File: config.mk
export PLATFORM = sky130hd
export DESIGN_NAME = vga_timing
export DESIGN_NICKNAME = d
export VERILOG_FILES = /design/src/rtl/vga_timing.sv
export SDC_FILE = /design/constraint.sdc
export NUM_CORES = 1
export LEC_CHECK = 0
export CAP_MARGIN = 20
export CORE_MARGIN = 3
export CORE_UTILIZATION = 40
export DETAILED_ROUTE_END_ITERATION = 7
export PLACE_DENSITY = 0.75
export SYNTH_ARGS = -nofsm -noshare
export SYNTH_HDL_FRONTEND = slang
export SYNTH_SLANG_ARGS = --single-unit
File: constraint.sdc
create_clock -name CLK -period 1.64 [get_ports CLK]
set_input_delay 0.246 -clock CLK [delete_from_list [all_inputs] [get_ports CLK]]
set_output_delay 0.246 -clock CLK [all_outputs]
set_load 0.005 [all_outputs]
File: src/rtl/vga_timing.sv
// VGA raster timing generator.
// Produces a pixel strobe (CE) from a free-running divider, pixel/line
// counters that advance on that strobe, and HSYNC/VSYNC/DE registered one
// pixel behind the counters so they line up with a registered RGB stage.
// Counters are 10 bits; geometries with H_TOT or V_TOT above 1024 are not
// supported.
module vga_timing #(
    parameter int H_VIS  = 640,
    parameter int H_FP   = 16,
    parameter int H_SW   = 96,
    parameter int H_BP   = 48,
    parameter int V_VIS  = 480,
    parameter int V_FP   = 10,
    parameter int V_SW   = 2,
    parameter int V_BP   = 33,
    parameter int CE_DIV = 2
) (
    input  logic       CLK,
    input  logic       RST,
    output logic       CE,
    output logic [9:0] PIX,
    output logic [9:0] LINE,
    output logic       HSYNC,
    output logic       VSYNC,
    output logic       DE,
    output logic       FRAME
);

    localparam int H_TOT = H_VIS + H_FP + H_SW + H_BP;
    localparam int V_TOT = V_VIS + V_FP + V_SW + V_BP;

    // Comparisons are done at 11 bits so a geometry totalling exactly 1024
    // does not alias its end-of-range constants back to zero.
    localparam logic [3:0]  DIV_LAST = 4'(CE_DIV - 1);
    localparam logic [10:0] H_LAST   = 11'(H_TOT - 1);
    localparam logic [10:0] V_LAST   = 11'(V_TOT - 1);
    localparam logic [10:0] H_VIS_C  = 11'(H_VIS);
    localparam logic [10:0] V_VIS_C  = 11'(V_VIS);
    localparam logic [10:0] HS_START = 11'(H_VIS + H_FP);
    localparam logic [10:0] HS_END   = 11'(H_VIS + H_FP + H_SW);
    localparam logic [10:0] VS_START = 11'(V_VIS + V_FP);
    localparam logic [10:0] VS_END   = 11'(V_VIS + V_FP + V_SW);

    logic [3:0]  div_q, div_d;
    logic [9:0]  pix_q, pix_d;
    logic [9:0]  line_q, line_d;
    logic        hsync_q, hsync_d;
    logic        vsync_q, vsync_d;
    logic        de_q, de_d;
    logic        frame_q, frame_d;

    logic        ce_tick;
    logic        pix_wrap;
    logic        line_wrap;
    logic [10:0] pix_x;
    logic [10:0] line_x;

    assign ce_tick   = (div_q == DIV_LAST);
    assign pix_x     = {1'b0, pix_q};
    assign line_x    = {1'b0, line_q};
    assign pix_wrap  = (pix_x == H_LAST);
    assign line_wrap = (line_x == V_LAST);

    // The strobe is masked by reset so CE_DIV=1 does not leak a tick while held.
    assign CE = ce_tick & ~RST;

    // Divider: counts 0..CE_DIV-1 on every clock and wraps.
    always_comb begin
        div_d = div_q + 4'd1;
        if (ce_tick) begin
            div_d = 4'd0;
        end
    end

    // Next raster position and one-pixel-delayed sync/enable decodes.
    always_comb begin
        pix_d   = pix_q;
        line_d  = line_q;
        hsync_d = hsync_q;
        vsync_d = vsync_q;
        de_d    = de_q;
        frame_d = 1'b0;
        if (ce_tick) begin
            pix_d   = pix_wrap ? 10'd0 : pix_q + 10'd1;
            if (pix_wrap) begin
                line_d = line_wrap ? 10'd0 : line_q + 10'd1;
            end
            hsync_d = !((pix_x >= HS_START) && (pix_x < HS_END));
            vsync_d = !((line_x >= VS_START) && (line_x < VS_END));
            de_d    = (pix_x < H_VIS_C) && (line_x < V_VIS_C);
            frame_d = pix_wrap && line_wrap;
        end
    end

    // State registers; reset wins over any pending strobe.
    always_ff @(posedge CLK) begin
        if (RST) begin
            div_q   <= 4'd0;
            pix_q   <= 10'd0;
            line_q  <= 10'd0;
            hsync_q <= 1'b1;
            vsync_q <= 1'b1;
            de_q    <= 1'b0;
            frame_q <= 1'b0;
        end else begin
            div_q   <= div_d;
            pix_q   <= pix_d;
            line_q  <= line_d;
            hsync_q <= hsync_d;
            vsync_q <= vsync_d;
            de_q    <= de_d;
            frame_q <= frame_d;
        end
    end

    assign PIX   = pix_q;
    assign LINE  = line_q;
    assign HSYNC = hsync_q;
    assign VSYNC = vsync_q;
    assign DE    = de_q;
    assign FRAME = frame_q;

endmodule

Yosys cells after proc, flatten, opt, wreduce, memory -nomap -nowiden
Cells that the tools add are included.

word-level totals
  register bits = 28
  input bits = 2

operators by class
  reductions and logical operators = 9
  bitwise logic cells = 3
  $add $sub $neg = 3
  $lt $le $gt $ge = 6
  muxes and demuxes = 2
  eq/ne operators = 3

operators with widths
  kind                                                                count
  adder 10 x 1 -> 10 bit, second input constant                       2
  equality test 10 bit, second input constant                         2
  < comparator 10 bit, second input constant                          2
  < comparator 10 x 9 -> 1 bit, second input constant                 2
  two-way mux 10 bit                                                  2
  greater-or-equal comparator 10 bit, second input constant           1
  greater-or-equal comparator 10 x 9 -> 1 bit, second input constant  1
  adder 4 x 1 -> 4 bit, second input constant                         1
  equality test 4 x 1 -> 1 bit, second input constant                 1
  logical AND 1 bit                                                   4
  OR reduction 2 bit                                                  2
  zero test 1 bit                                                     2
  inverter 1 bit                                                      2
  AND reduction 2 bit                                                 1
  AND 1 bit                                                           1

Depth between registers and ports, before layout
  depth after elaboration = 3
  depth in mapped cells = 7
  depth with buffers taken out = 6

Worst setup path before layout
OpenSTA, ideal clock, no wires.

  kind = flip-flop to flip-flop
  start = register pix_q[0] (netlist: PIX[0])
  end = register line_q[9] (netlist: LINE[9])
  cell stages (with the launch flop) = 7
  arrival = 1.610 ns
  path buffers = 1
  setup slack = -0.101 ns
  setup time = 0.130 ns
  clock period less this slack = 1.741 ns
  cell sequence = dfxtp_1 > ha_1 > and4_1 > nand4_2 > buf_2 > o41ai_1 > a21oi_1

between the ends
  longest elaborated chain between the ends = 2

ends and longest elaborated chain
  item                           RTL line  source
  start: declaration             45        logic [9:0] pix_q, pix_d;
  start signal: assignment       107       pix_q <= pix_d;
  equality test 10 bit           61        assign pix_wrap = (pix_x == H_LAST);
  AND reduction 2 bit (no line)  -
  end signal: assignment         108       line_q <= line_d;
  end: declaration               46        logic [9:0] line_q, line_d;

No other way between the ends.
A chain may end at the register's enable or synchronous reset.

Final worst setup path
  start = register div_q[1]
  end = output CE

between the ends
  longest elaborated chain between the ends = 2

ends and longest elaborated chain
  item                          RTL line  source
  start: declaration            44        logic [3:0] div_q, div_d;
  start signal: assignment      106       div_q <= div_d;
  equality test 4 x 1 -> 1 bit  58        assign ce_tick = (div_q == DIV_LAST);
  AND 1 bit                     65        assign CE = ce_tick & ~RST;
  end: declaration              20        output logic CE,

No other way between the ends.

==> metrics.cfg <==
[outcome]
outcome=finished, violations left
failed_checks=setup timing

[power]
ir_drop_v=0.000537
p_sw_mw=0.372
clock_power_share_pct=23.9
netSwitchingFraction_pct=28.7
cellLeakagePower_nw=0.859
comb_power_share_pct=20.7
pwr-share-seq_pct=55.4
cell_internal_pwr_mw=0.925
power.density_nw_per_um2=593

[timing]
grt_setup_unrepaired=true
max_slew_margin_pct=68.4
fin_ws_ns=-0.129
final_hold_viol_count=0
max_clock_freq_mhz=565
setup_tns_ns=-0.129
period_share_pct=108
period_needed_ns=1.77
timing.final.max_slew_violations=0
setup_viol=1
clock_skew_ns=0.00371
whs_ns=0.489
tightestPinTransition_ns=0.468

[synthesis]
edff_count_synth=0
postSynthCellCount=160
synthArstFlopShare_pct=0
synthDominantCellAreaShare_pct=40.1
synth-seq-area-share_pct=40.1
synth.ff_latch_count=28
ys.flop_type=dfxtp_1
post_synth_main_area_contributors=dfxtp_1 40%, ha_1 6.3%, a21oi_1 4.3%
ys_warn_count=0
mappedNetlistArea_um2=1400
synth_top_cell_by_area=dfxtp_1
synth_cell_type_count=39
syn_nets=169
syn_avg_cell_area_um2=8.74

[cells_and_area]
mostFrequentLayoutCell=buf_4
layout_common_cells=25 x buf_4, 21 x clkdlybuf4s50_1, 16 x dfxtp_2
finalInstanceArea_um2=2190
finalNetCount=226
syn2layout_area_growth_pct=56.4
antenna_cells_inserted=0
post_route_cells_drive_above_1_share_pct=41.9
layout.filler_cells=266

[drt]
via_count=1459
route.detailed.wl_per_inst_um=16.7
final_antenna_net_count=0
first_iter_violations=104
avgViaCountPerCell=5.63
routed_wirelength_um=4340
drt_drc_violations_left=0
firstDrtPassIters=4

[worst_setup_path]
end_kind=primary output
critical_path_class=register to primary output
r2r.worst_path.cells=7
required_ns=1.39
worst-path-max-fanout=2
crit_path_start_kind=register
arrival_ns=1.52

[min_path]
hold_class=register to register
hold_path_depth=1

[floorplan]
total_number_of_placement_rows=20
ioPinCount=27
placeableCoreArea_um2=3200
die_x_um=65.1
die_area_um2=4240
floorplan.initialDensity_pct=43.7
die_height_um=65.1

[clocking]
clkLatencyLatePin_ns=0.35
htree_levels=1
ctsHoldBuffers=0
clock_edge_transition_at_the_registers_on_the_reported_setup_and_hold_paths_ns=0.15
tritoncts=done
clock-sinks=28
cts_root_buf=clkbuf_4
numCtsBuffers=3
clockBufferDepth=2

[global_routing]
grt_pass1_wl_um=6350
global_route_usage_over_all_layers_pct=19.1
grt_antenna_before_repair=0
overflow=0
vias_in_the_first_global_route=1400
grt_start_max_net_pins=15

[run]
number_of_max_cap_violations=0

[placed_design]
detailedPlacementHpwl_um=2610
port_buffers=26
globalplace.congestion=0.778
placedInstanceArea_um2=1880

-- stage by stage --
step	total power [mW]	utilization, %	worst slack (ns)	instances
2_1_floorplan	0.835	-	-0.00376	160
3_3_place_gp	0.927	58.7	-0.0964	249
3_5_place_dp	0.941	58.7	-0.130	249
4_1_cts	1.25	62.1	-0.0842	254
5_1_grt	1.35	68.3	-0.191	259
6_report	1.30	68.3	-0.129	259
-- registers in the layout (all words and copies together), names as in the netlist --
signal	count
div_q	4
LINE	10
PIX	10
DE	1
FRAME	1
HSYNC	1
VSYNC	1
-- area by class of cell --
type,count,area (µm²),area share [%]
Multi-Input combinational cell,120,963,44.1
Clock buffer,3,22.5,1.03
Timing Repair Buffer,58,532,24.3
Tap cell,44,55.1,2.52
Sequential cell,28,592,27.1
Inverter,6,22.5,1.03
-- cells by family (layout without fill, tap and decap cells) --
logic type      count (synthesis)  count (layout)  synth area share (%)
simple gates                   75              76                  31.7
flops                          28              28                  40.1
compound gates                 26              26                  11.0
buf+inv                        13              67                  4.11
xor+xnor                       11              11                  6.89
fa+ha+maj                       7               7                  6.26
-- worst max-delay path, cell delays in order, from the launching register on --
cell and delay (ns):
dfxtp_2 0.35, inv_2 0.06, ha_4 0.12, or3b_4 0.41
nor2_4 0.12, buf_2 0.12
-- synthesized netlist by cell type (all sizes together) (3+ instances only) --
cell     n
or3      5
a21oi   12
ha       7
nor4     3
nor2    14
nand4    6
xor2     6
nor3     7
or4      3
nand3    9
inv      6
o21ai    6
dfxtp   28
xnor2    5
o31ai    3
nand2   14
clkbuf   5
-- power by group through the flow --
stage	Sequential (mW)	Combinational (mW)	Clock [mW]
CTS	0.723	0.232	0.298
detailed placement	0.734	0.207	0
finish	0.718	0.268	0.310
global route	0.722	0.287	0.341
floorplan	0.742	0.0925	0
global placement	0.733	0.194	0
-- metal layers --
| metal | GRT usage (%) | wire length, µm | up-vias |
|---|---|---|---|
| met5 | 0 | 0 | - |
| met4 | 9.33 | 155 | 0 |
| met3 | 3.76 | 203 | 13 |
| met2 | 35.0 | 2260 | 52 |
| met1 | 21.0 | 1710 | 703 |
| li1 | - | - | 691 |
-- path summary, 6_finish.rpt --
| kind | start | slack [ns] | endpoint |
|---|---|---|---|
| worst max-delay path | div_q[1] | -0.13 | CE |
| worst min-delay path | VSYNC | 0.49 | VSYNC |
| worst max register to register | div_q[1] | 0.02 | LINE[2] |
| worst min register to register | VSYNC | 0.49 | VSYNC |
-- timing repair --
item,in CTS,in global routing
buffers inserted,2,4
pin swaps,2,19
cloned,0,1
gates resized for setup,24,45
setup endpoints to repair,22,33
(Power assumes the default switching activity.)
